**config.mk**
```make
export PLATFORM = sky130hd
export DESIGN_NAME = uart_rx_core
export DESIGN_NICKNAME = d
export VERILOG_FILES = /design/src/rtl/uart_pkg.sv /design/src/rtl/uart_baud_gen.sv /design/src/rtl/uart_rx_core.sv
export SDC_FILE = /design/constraint.sdc
export NUM_CORES = 1
export LEC_CHECK = 0
export CORE_MARGIN = 3
export CORE_UTILIZATION = 30
export CTS_CLUSTER_SIZE = 14
export DETAILED_ROUTE_END_ITERATION = 7
export GPL_ROUTABILITY_DRIVEN = 0
export PLACE_DENSITY = 0.54
export SLEW_MARGIN = 20
export SYNTH_ARGS = -nofsm -noshare
export SYNTH_HDL_FRONTEND = slang
export SYNTH_SLANG_ARGS = --single-unit
```
**constraint.sdc**
```tcl
create_clock -name clk -period 4.7 [get_ports clk]
set_clock_uncertainty 0.15 [all_clocks]
set_input_delay 1.41 -clock clk [delete_from_list [all_inputs] [get_ports clk]]
set_output_delay 1.41 -clock clk [all_outputs]
set_load 0.005 [all_outputs]
```
**src/rtl/uart_pkg.sv**
```systemverilog
// Shared definitions for the UART receive path.
//  - rx_state_t   : receive FSM state encoding
//  - OVERSAMPLE   : oversample ticks per bit
//  - DVSR_W       : width of the baud divisor / baud counter
//  - parity_bad() : parity check helper
package uart_pkg;

  localparam int OVERSAMPLE = 16;
  localparam int DVSR_W     = 11;

  typedef enum logic [2:0] {
    IDLE   = 3'd0,
    START  = 3'd1,
    DATA   = 3'd2,
    PARITY = 3'd3,
    STOP   = 3'd4
  } rx_state_t;

  // Mismatch between the data bits (given as their XOR), the received parity bit
  // and the selected sense: 1 means the frame's parity is wrong.
  function automatic logic parity_bad(input logic data_xor, input logic pbit, input logic odd);
    return data_xor ^ pbit ^ odd;
  endfunction

endpackage

```
**src/rtl/uart_baud_gen.sv**
```systemverilog
// Free-running oversample tick generator, shared by the receive and transmit sides.
// Ports:
//  clk   in  1  system clock
//  reset in  1  asynchronous active-high reset
//  dvsr  in  W  divisor; tick period = dvsr + 1 clocks
//  tick  out 1  high for the single cycle in which the counter equals dvsr
// A new dvsr is picked up at the next compare without restarting the counter;
// if the counter is already past the new value it runs to the top and wraps.
module uart_baud_gen #(
  parameter int W = uart_pkg::DVSR_W
) (
  input  logic         clk,
  input  logic         reset,
  input  logic [W-1:0] dvsr,
  output logic         tick
);

  logic [W-1:0] count_r;

  // Divisor counter: 0..dvsr then back to 0.
  always_ff @(posedge clk or posedge reset) begin
    if (reset) begin
      count_r <= '0;
    end else if (count_r == dvsr) begin
      count_r <= '0;
    end else begin
      count_r <= count_r + 1'b1;
    end
  end

  assign tick = (count_r == dvsr);

endmodule

```
**src/rtl/uart_rx_core.sv**
```systemverilog
// UART serial receiver: input synchroniser, 16x oversampled start/data/parity/stop
// FSM and registered result outputs feeding the rx FIFO.
// Ports:
//  clk          in  1     system clock
//  reset        in  1     asynchronous active-high reset
//  dvsr         in  11    baud divisor, tick rate = clk/(dvsr+1) = 16 x baud
//  rx           in  1     serial line, asynchronous, idle high
//  dout         out DBIT  last received byte, held until the next frame completes
//  rx_done_tick out 1     one-cycle pulse when a frame completes
//  frame_err    out 1     stop bit was sampled low on the completed frame
//  parity_err   out 1     parity mismatch on the completed frame
//  rx_busy      out 1     receiver is inside a frame
module uart_rx_core
  import uart_pkg::*;
#(
  parameter int DBIT       = 8,
  parameter int SB_TICK    = 16,
  parameter int PARITY_EN  = 0,
  parameter int PARITY_ODD = 0
) (
  input  logic              clk,
  input  logic              reset,
  input  logic [DVSR_W-1:0] dvsr,
  input  logic              rx,
  output logic [DBIT-1:0]   dout,
  output logic              rx_done_tick,
  output logic              frame_err,
  output logic              parity_err,
  output logic              rx_busy
);

  localparam logic [4:0] MID_START = 5'(OVERSAMPLE / 2 - 1);
  localparam logic [4:0] BIT_LAST  = 5'(OVERSAMPLE - 1);
  localparam logic [4:0] STOP_LAST = 5'(SB_TICK - 1);
  localparam logic [2:0] N_LAST    = 3'(DBIT - 1);
  localparam logic       PAR_ON    = (PARITY_EN != 0);
  localparam logic       PAR_ODD   = (PARITY_ODD != 0);

  logic            tick_s;
  logic [1:0]      sync_r;
  logic            rx_s;
  rx_state_t       state_r;
  logic [4:0]      s_r;
  logic [2:0]      n_r;
  logic [DBIT-1:0] b_r;
  logic            p_r;

  uart_baud_gen #(.W(DVSR_W)) u_baud (
    .clk   (clk),
    .reset (reset),
    .dvsr  (dvsr),
    .tick  (tick_s)
  );

  // Two-flop synchroniser; resets to the idle (high) line level.
  always_ff @(posedge clk or posedge reset) begin
    if (reset) begin
      sync_r <= 2'b11;
    end else begin
      sync_r <= {sync_r[0], rx};
    end
  end

  assign rx_s = sync_r[1];

  // Receive FSM with its counters, shift register and registered outputs.
  always_ff @(posedge clk or posedge reset) begin
    if (reset) begin
      state_r      <= IDLE;
      s_r          <= 5'd0;
      n_r          <= 3'd0;
      b_r          <= '0;
      p_r          <= 1'b0;
      dout         <= '0;
      rx_done_tick <= 1'b0;
      frame_err    <= 1'b0;
      parity_err   <= 1'b0;
      rx_busy      <= 1'b0;
    end else begin
      rx_done_tick <= 1'b0;
      case (state_r)
        IDLE: begin
          // Only state that reacts without a tick, so a start edge is never missed.
          if (!rx_s) begin
            state_r <= START;
            s_r     <= 5'd0;
            rx_busy <= 1'b1;
          end
        end
        START: begin
          if (tick_s) begin
            if (s_r == MID_START) begin
              // Line back high at mid start bit: treat as a glitch and drop silently.
              if (!rx_s) begin
                state_r <= DATA;
                s_r     <= 5'd0;
                n_r     <= 3'd0;
              end else begin
                state_r <= IDLE;
                rx_busy <= 1'b0;
              end
            end else begin
              s_r <= s_r + 5'd1;
            end
          end
        end
        DATA: begin
          if (tick_s) begin
            if (s_r == BIT_LAST) begin
              b_r <= {rx_s, b_r[DBIT-1:1]};
              s_r <= 5'd0;
              if (n_r == N_LAST) begin
                state_r <= PAR_ON ? PARITY : STOP;
              end else begin
                n_r <= n_r + 3'd1;
              end
            end else begin
              s_r <= s_r + 5'd1;
            end
          end
        end
        PARITY: begin
          if (tick_s) begin
            if (s_r == BIT_LAST) begin
              p_r     <= rx_s;
              s_r     <= 5'd0;
              state_r <= STOP;
            end else begin
              s_r <= s_r + 5'd1;
            end
          end
        end
        STOP: begin
          if (tick_s) begin
            if (s_r == STOP_LAST) begin
              state_r      <= IDLE;
              rx_busy      <= 1'b0;
              rx_done_tick <= 1'b1;
              dout         <= b_r;
              frame_err    <= ~rx_s;
              parity_err   <= PAR_ON & parity_bad(^b_r, p_r, PAR_ODD);
            end else begin
              s_r <= s_r + 5'd1;
            end
          end
        end
        default: begin
          state_r <= IDLE;
          rx_busy <= 1'b0;
        end
      endcase
    end
  end

endmodule

```
Yosys cells after proc, flatten, opt, wreduce, memory -nomap -nowiden
Index checks and enable logic that the tools add are counted.
{"block": "totals", "ramBits": 0, "rom_bits": 0, "latchBits": 0, "n_memories": 0, "in_bits": 14, "output_inout_bits": 12, "register_bits": 43, "elab_cells": 86}
{"block": "classes", "n_shift": 0, "n_mux": 38, "eq_ne": 23, "div_mod_pow": 0, "n_bitwise": 2, "addsub": 3, "reduce_logical": 10, "n_mul": 0, "order_cmp": 0}
{"operator": "3-bit two-way mux", "n": 16}
{"operator": "5-bit two-way mux", "n": 7}
{"operator": "2-bit != test, second input constant", "n": 14}
{"operator": "5-bit case mux with 4 select lines", "n": 1}
{"operator": "3-bit case mux with 5 select lines", "n": 1}
{"operator": "7-bit AND reduction", "n": 2}
{"operator": "11-bit by 1-bit adder with 11-bit output, second input constant", "n": 1}
{"operator": "11-bit == test", "n": 1}
{"operator": "11-bit two-way mux", "n": 1}
{"operator": "10-bit AND reduction", "n": 1}
{"operator": "1-bit two-way mux", "n": 9}
{"operator": "3-bit by 2-bit == test with 1-bit output, second input constant", "n": 2}
{"operator": "3-bit == test, second input constant", "n": 2}
{"operator": "3-bit case mux with 2 select lines", "n": 1}
{"operator": "3-bit AND reduction", "n": 2}
{"operator": "5-bit by 1-bit adder with 5-bit output, second input constant", "n": 1}
{"operator": "5-bit by 3-bit == test with 1-bit output, second input constant", "n": 1}
{"operator": "5-bit by 4-bit == test with 1-bit output, second input constant", "n": 1}
{"operator": "5-bit AND reduction", "n": 1}
{"operator": "1-bit case mux with 4 select lines", "n": 1}
{"operator": "4-bit nonzero test", "n": 1}
{"operator": "3-bit by 1-bit adder with 3-bit output, second input constant", "n": 1}
{"operator": "3-bit by 1-bit == test with 1-bit output, second input constant", "n": 1}
{"operator": "3-bit zero test", "n": 1}
{"operator": "other kinds (5)", "n": 6}

Longest topological paths before layout
{"block": "logic_depth", "depth_word": 5, "ltp_mapped": 8, "mapped_depth_nobuf": 8}

Hierarchy
From an unflattened synthesis, not the netlist that was laid out.
{"block": "unflattened", "cells_unflattened": 197, "hier_area_um2": 2229.6}
{"module": "uart_rx_core", "cells_each": 133, "instances": 1, "area_per_inst_um2": 1584.0, "seq_area_each_um2": 803.3}
{"module": "uart_baud_gen", "cells_each": 64, "instances": 1, "area_per_inst_um2": 645.6, "seq_area_each_um2": 275.3}

Worst setup path before layout
No wires, ideal clock.
{"block": "synth_timing", "kind": "input to register", "start": "in dvsr[4]", "end": "reg dout[0]", "stages": 6, "t_required_ns": 4.425, "t_arrival_ns": 2.756, "slack_ns": 1.670, "setup_time_ns": 0.125, "path_cell_list": "xnor2_1 -> nand4_1 -> nor3_4 -> nand2_4 -> nor2_8 -> mux2_2"}
{"block": "synth_between", "elab_chain_len": 2}
{"item": "start: declaration", "line": "uart_rx_core.sv:23", "rtl": "input logic [DVSR_W-1:0] dvsr,"}
{"item": "11-bit == test", "line": "uart_baud_gen.sv:31", "rtl": "assign tick = (count_r == dvsr);"}
{"item": "3-bit AND reduction (no line)"}
{"item": "end signal: assignment", "line": "uart_rx_core.sv:139", "rtl": "dout <= b_r;"}
{"item": "end: declaration", "line": "uart_rx_core.sv:25", "rtl": "output logic [DBIT-1:0] dout,"}
Every way passes these cells.
A chain may end at the register's enable or synchronous reset.

Final worst setup path
{"block": "layout_timing", "start": "in dvsr[10]", "end": "reg state_r[1]"}
{"block": "layout_between", "elab_chain_len": 3, "elab_cells_between_ends": 6, "cone_classes": "eq/ne (5); reduce/logical (1)"}
{"item": "11-bit == test *", "line": "uart_baud_gen.sv:31"}
{"item": "2-bit != test (no line)"}
{"item": "10-bit AND reduction (no line) *"}
{"item": "end signal: assignment", "line": "uart_rx_core.sv:113", "rtl": "state_r <= PAR_ON ? PARITY : STOP;"}
{"item": "end: declaration", "line": "uart_rx_core.sv:42", "rtl": "rx_state_t state_r;"}
Mark *: on every way between the ends. The rest lies on a longest branch, timed or not.

==> impl_summary.log <==
INFO  metric run_status = completed
INFO  metric maxCapViolations = 0
INFO  metric clkSlewWorstSetupHoldPaths = 0.08 ns
INFO  metric track_usage = 0.107
INFO  metric initialDrtViolationCount = 90
INFO  metric postSynthNetCount = 225
INFO  metric global_route.usage.met1 = 0.136
INFO  metric remaining_drc_errors = 0
INFO  metric number_of_rows_created_at_floorplan = 30
INFO  metric grt_use_met2 = 0.167
INFO  metric fp.coreArea = 6940 µm²
INFO  metric grt.busiest_layer = met2
INFO  metric p_switching = between 200 and 250 µW
INFO  metric setup_repair_after_global_routing_missed_its_margin = no
INFO  metric post_cts_resize_count = 0
INFO  metric height_of_the_die = 91.4 µm
INFO  metric netlist_instances = 205
INFO  metric finalMaxSlewViolations = 0
INFO  metric drt-total-wl = roughly 4 mm
INFO  metric grt_pass1_wl = 7.27 mm
INFO  metric ys_types = 42
INFO  metric synth.ff_latch_count = 43
INFO  metric clock.fmax = 311 MHz
INFO  metric floorplan.initialDensity = 0.315
INFO  metric routedWlPerCell = 12.4 µm
INFO  metric io_pins = 26
INFO  metric setup_viol_count_final = 0
INFO  metric final_period_minus_worst_setup_slack = 3.21 ns
INFO  metric power_frac_seq = 0.506
INFO  metric worstMarginPinSlew = around 0.95 ns
INFO  metric path_max_fanout = 3
INFO  metric cts_tree = yes
INFO  metric cts_made_buffers = 5
INFO  metric yosys_warnings = 0
INFO  metric comb_power_share = 0.112
INFO  metric cp_data_required_time = 4.75 ns
INFO  metric fp.dieW = 91.4 µm
INFO  metric cts_hold_buf = 0
INFO  metric cts.path.max_buffers = 2
INFO  metric final.setup.tns = 0 ns
INFO  metric cts.repair_timing.setup_buffer_count = 0
INFO  metric grt_util_met3 = 0.0315
INFO  metric internal-power = 671 µW
INFO  metric fin_nets = 253
INFO  metric layout-drive-gt1-share = 0.137
INFO  metric timing.final.crit_share = 0.683
INFO  metric viasPerCell = between 4 and 5
INFO  metric most_frequent_standard_cell_in_the_layout_excluding_fill_and_tap_cells = sky130_fd_sc_hd__dfrtp_1
INFO  metric power = 886 µW
INFO  metric synth_seq_area_share = 0.493
INFO  metric clock_sinks = 43
INFO  metric crit_type = in -> reg
INFO  metric clock_insertion_delay_worst_skew = about 0.29 ns
INFO  metric category_of_the_worst_setup_path_capture_point = register
INFO  metric antenna_violations_before_repair = 0
INFO  metric dp_hpwl = 3.00 mm
INFO  metric via_count_of_the_first_global_routing_pass = 1,548
INFO  metric via_count = 1,562
INFO  metric timing_hold_violations_final = 0
INFO  metric num_antenna_cells = 0
INFO  metric p_per_area = around 330 nW/µm²
INFO  metric peakVddDrop = 0.175 mV
INFO  metric timing.max_slew.rel_slack = 0.363
INFO  metric timing.hold.worst.class = reg -> reg
INFO  metric buffer_ports.inserted = 24
INFO  metric dr.pass1.iters = 4
INFO  metric clockPowerShare = 0.381
INFO  metric netSwitchingFraction = 0.243
INFO  metric maximum_number_of_pins_on_one_net_before_global_route_repair = 27
INFO  metric leakagePower = ~1.2 nW
INFO  metric final_cell_mix = 41 x sky130_fd_sc_hd__dfrtp_1, 24 x sky130_fd_sc_hd__clkdlybuf4s50_1, 19 x sky130_fd_sc_hd__nor2_1, 16 x sky130_fd_sc_hd__mux2_2
INFO  metric filler_cell_count = 686
INFO  metric overflow = 0
INFO  metric crit_path_start_kind = input pin
INFO  metric htreeDepth = 2
INFO  metric dieArea = 8350 µm²
INFO  metric arrival = 3.26 ns
INFO  metric avgSynthCellArea = 10.7 µm²
INFO  metric synth_area = 2190 µm²
INFO  metric cts_root_buf = sky130_fd_sc_hd__clkbuf_8
INFO  metric postRouteAntennaNets = 0
INFO  metric layout-area-overhead-vs-synth = 22.4%
## cell families after synthesis
logic type,count (synthesis),synth area share
other cells,1,0.00171
flops,43,0.493
mux,19,0.0961
xor+xnor,18,0.0720
simple gates,69,0.177
compound gates,35,0.101
fa+ha+maj,6,0.0343
buf+inv,14,0.0257
## cell usage after synthesis
library cell / number / area [µm²]
sky130_fd_sc_hd__a21o_1: 1 / 7.51
sky130_fd_sc_hd__clkbuf_1: 4 / 15.0
sky130_fd_sc_hd__o21ai_1: 2 / 10.0
sky130_fd_sc_hd__nand2_4: 1 / 11.3
sky130_fd_sc_hd__nor3_4: 1 / 16.3
sky130_fd_sc_hd__mux2_2: 16 / 180
sky130_fd_sc_hd__a22oi_1: 2 / 15.0
sky130_fd_sc_hd__nand2b_1: 2 / 12.5
sky130_fd_sc_hd__inv_1: 9 / 33.8
sky130_fd_sc_hd__o221ai_1: 1 / 8.76
sky130_fd_sc_hd__dfrtp_1: 41 / 1030
sky130_fd_sc_hd__buf_4: 1 / 7.51
sky130_fd_sc_hd__o31ai_1: 1 / 7.51
sky130_fd_sc_hd__o21a_1: 1 / 7.51
sky130_fd_sc_hd__o21ai_0: 9 / 45.0
sky130_fd_sc_hd__dfstp_2: 2 / 52.6
sky130_fd_sc_hd__nor2_8: 2 / 40.0
sky130_fd_sc_hd__mux2i_1: 3 / 30.0
sky130_fd_sc_hd__conb_1: 1 / 3.75
sky130_fd_sc_hd__xor2_1: 6 / 52.6
sky130_fd_sc_hd__and3_1: 3 / 18.8
sky130_fd_sc_hd__nand3b_1: 2 / 15.0
sky130_fd_sc_hd__or3_1: 5 / 31.3
sky130_fd_sc_hd__o22a_1: 1 / 8.76
sky130_fd_sc_hd__ha_1: 6 / 75.1
sky130_fd_sc_hd__nor4_1: 1 / 6.26
sky130_fd_sc_hd__o22ai_1: 1 / 6.26
sky130_fd_sc_hd__and2_1: 2 / 12.5
sky130_fd_sc_hd__nand4_1: 2 / 12.5
sky130_fd_sc_hd__nand3_1: 11 / 55.1
sky130_fd_sc_hd__nor2_1: 19 / 71.3
sky130_fd_sc_hd__nor2b_1: 2 / 12.5
sky130_fd_sc_hd__a21boi_0: 1 / 7.51
sky130_fd_sc_hd__nand2_1: 12 / 45.0
sky130_fd_sc_hd__nand4bb_1: 1 / 11.3
sky130_fd_sc_hd__a211oi_1: 1 / 7.51
sky130_fd_sc_hd__a22o_1: 1 / 8.76
sky130_fd_sc_hd__a2111oi_0: 1 / 8.76
sky130_fd_sc_hd__nor3_1: 3 / 15.0
sky130_fd_sc_hd__a21oi_1: 9 / 45.0
sky130_fd_sc_hd__xnor2_1: 12 / 105
sky130_fd_sc_hd__o2bb2ai_1: 3 / 26.3
## power groups by stage
stage / registers, mW / logic, mW / clock network, mW
floorplan: 0.443 / 0.0783 / 0
global placement: 0.456 / 0.101 / 0
detailed placement: 0.457 / 0.101 / 0
CTS: 0.450 / 0.102 / 0.346
global route: 0.455 / 0.116 / 0.365
finish: 0.449 / 0.0995 / 0.338
## per-layer routing
layer	vias to the layer above	routed length, µm
met3	6	132
met5	-	0
met2	25	1930
met1	764	1940
li1	767	-
met4	0	80
## state kept, by name, indices dropped and copies added, names as in the netlist
name and count:
rx_busy 1, u_baud.count_r 11, n_r 3, b_r 8
state_r 3, s_r 5, frame_err 1, sync_r 2
dout 8, rx_done_tick 1
## layout make-up
| type | instances | area [µm²] | area share |
|---|---|---|---|
| inverter | 9 | 33.8 | 0.0126 |
| clock buffer | 5 | 68.8 | 0.0257 |
| clock inverter | 3 | 67.6 | 0.0252 |
| tap | 96 | 120 | 0.0449 |
| timing repair buffer | 26 | 255 | 0.0953 |
| multi-input combinational | 148 | 1050 | 0.393 |
| sequential | 43 | 1080 | 0.403 |
## final timing paths
check	startpoint	to	slack (ns)	cells after the start
min in group asynchronous	reset	dout[6]	1.48	2
worst max register to register	s_r[0]	s_r[2]	2.32	8
max in group asynchronous	reset	u_baud.count_r[5]	2.13	3
worst max-delay path	dvsr[10]	state_r[1]	1.49	6
worst min register to register	sync_r[0]	sync_r[1]	0.21	0
worst min-delay path	sync_r[0]	sync_r[1]	0.21	0
## through the flow
step           std cells  hold slack, ns  utilization  setup slack, ns  instance area [µm²]
2_1_floorplan        205           0.195            -             1.67                 2190
3_3_place_gp         322           0.197        0.366             1.18                 2540
3_5_place_dp         322           0.202        0.366             1.17                 2540
4_1_cts              330           0.214        0.386             1.49                 2680
5_1_grt              330           0.225        0.386             1.31                 2680
6_report             330           0.212        0.386             1.49                 2680
## worst max-delay path, stage by stage
cell and delay, ns:
sky130_fd_sc_hd__clkdlybuf4s50_1 0.47, sky130_fd_sc_hd__xnor2_1 0.13, sky130_fd_sc_hd__nand4_1 0.19, sky130_fd_sc_hd__or3_1 0.44, sky130_fd_sc_hd__or3_1 0.42, sky130_fd_sc_hd__o31ai_1 0.21
Power figures use the tool's default switching activity.
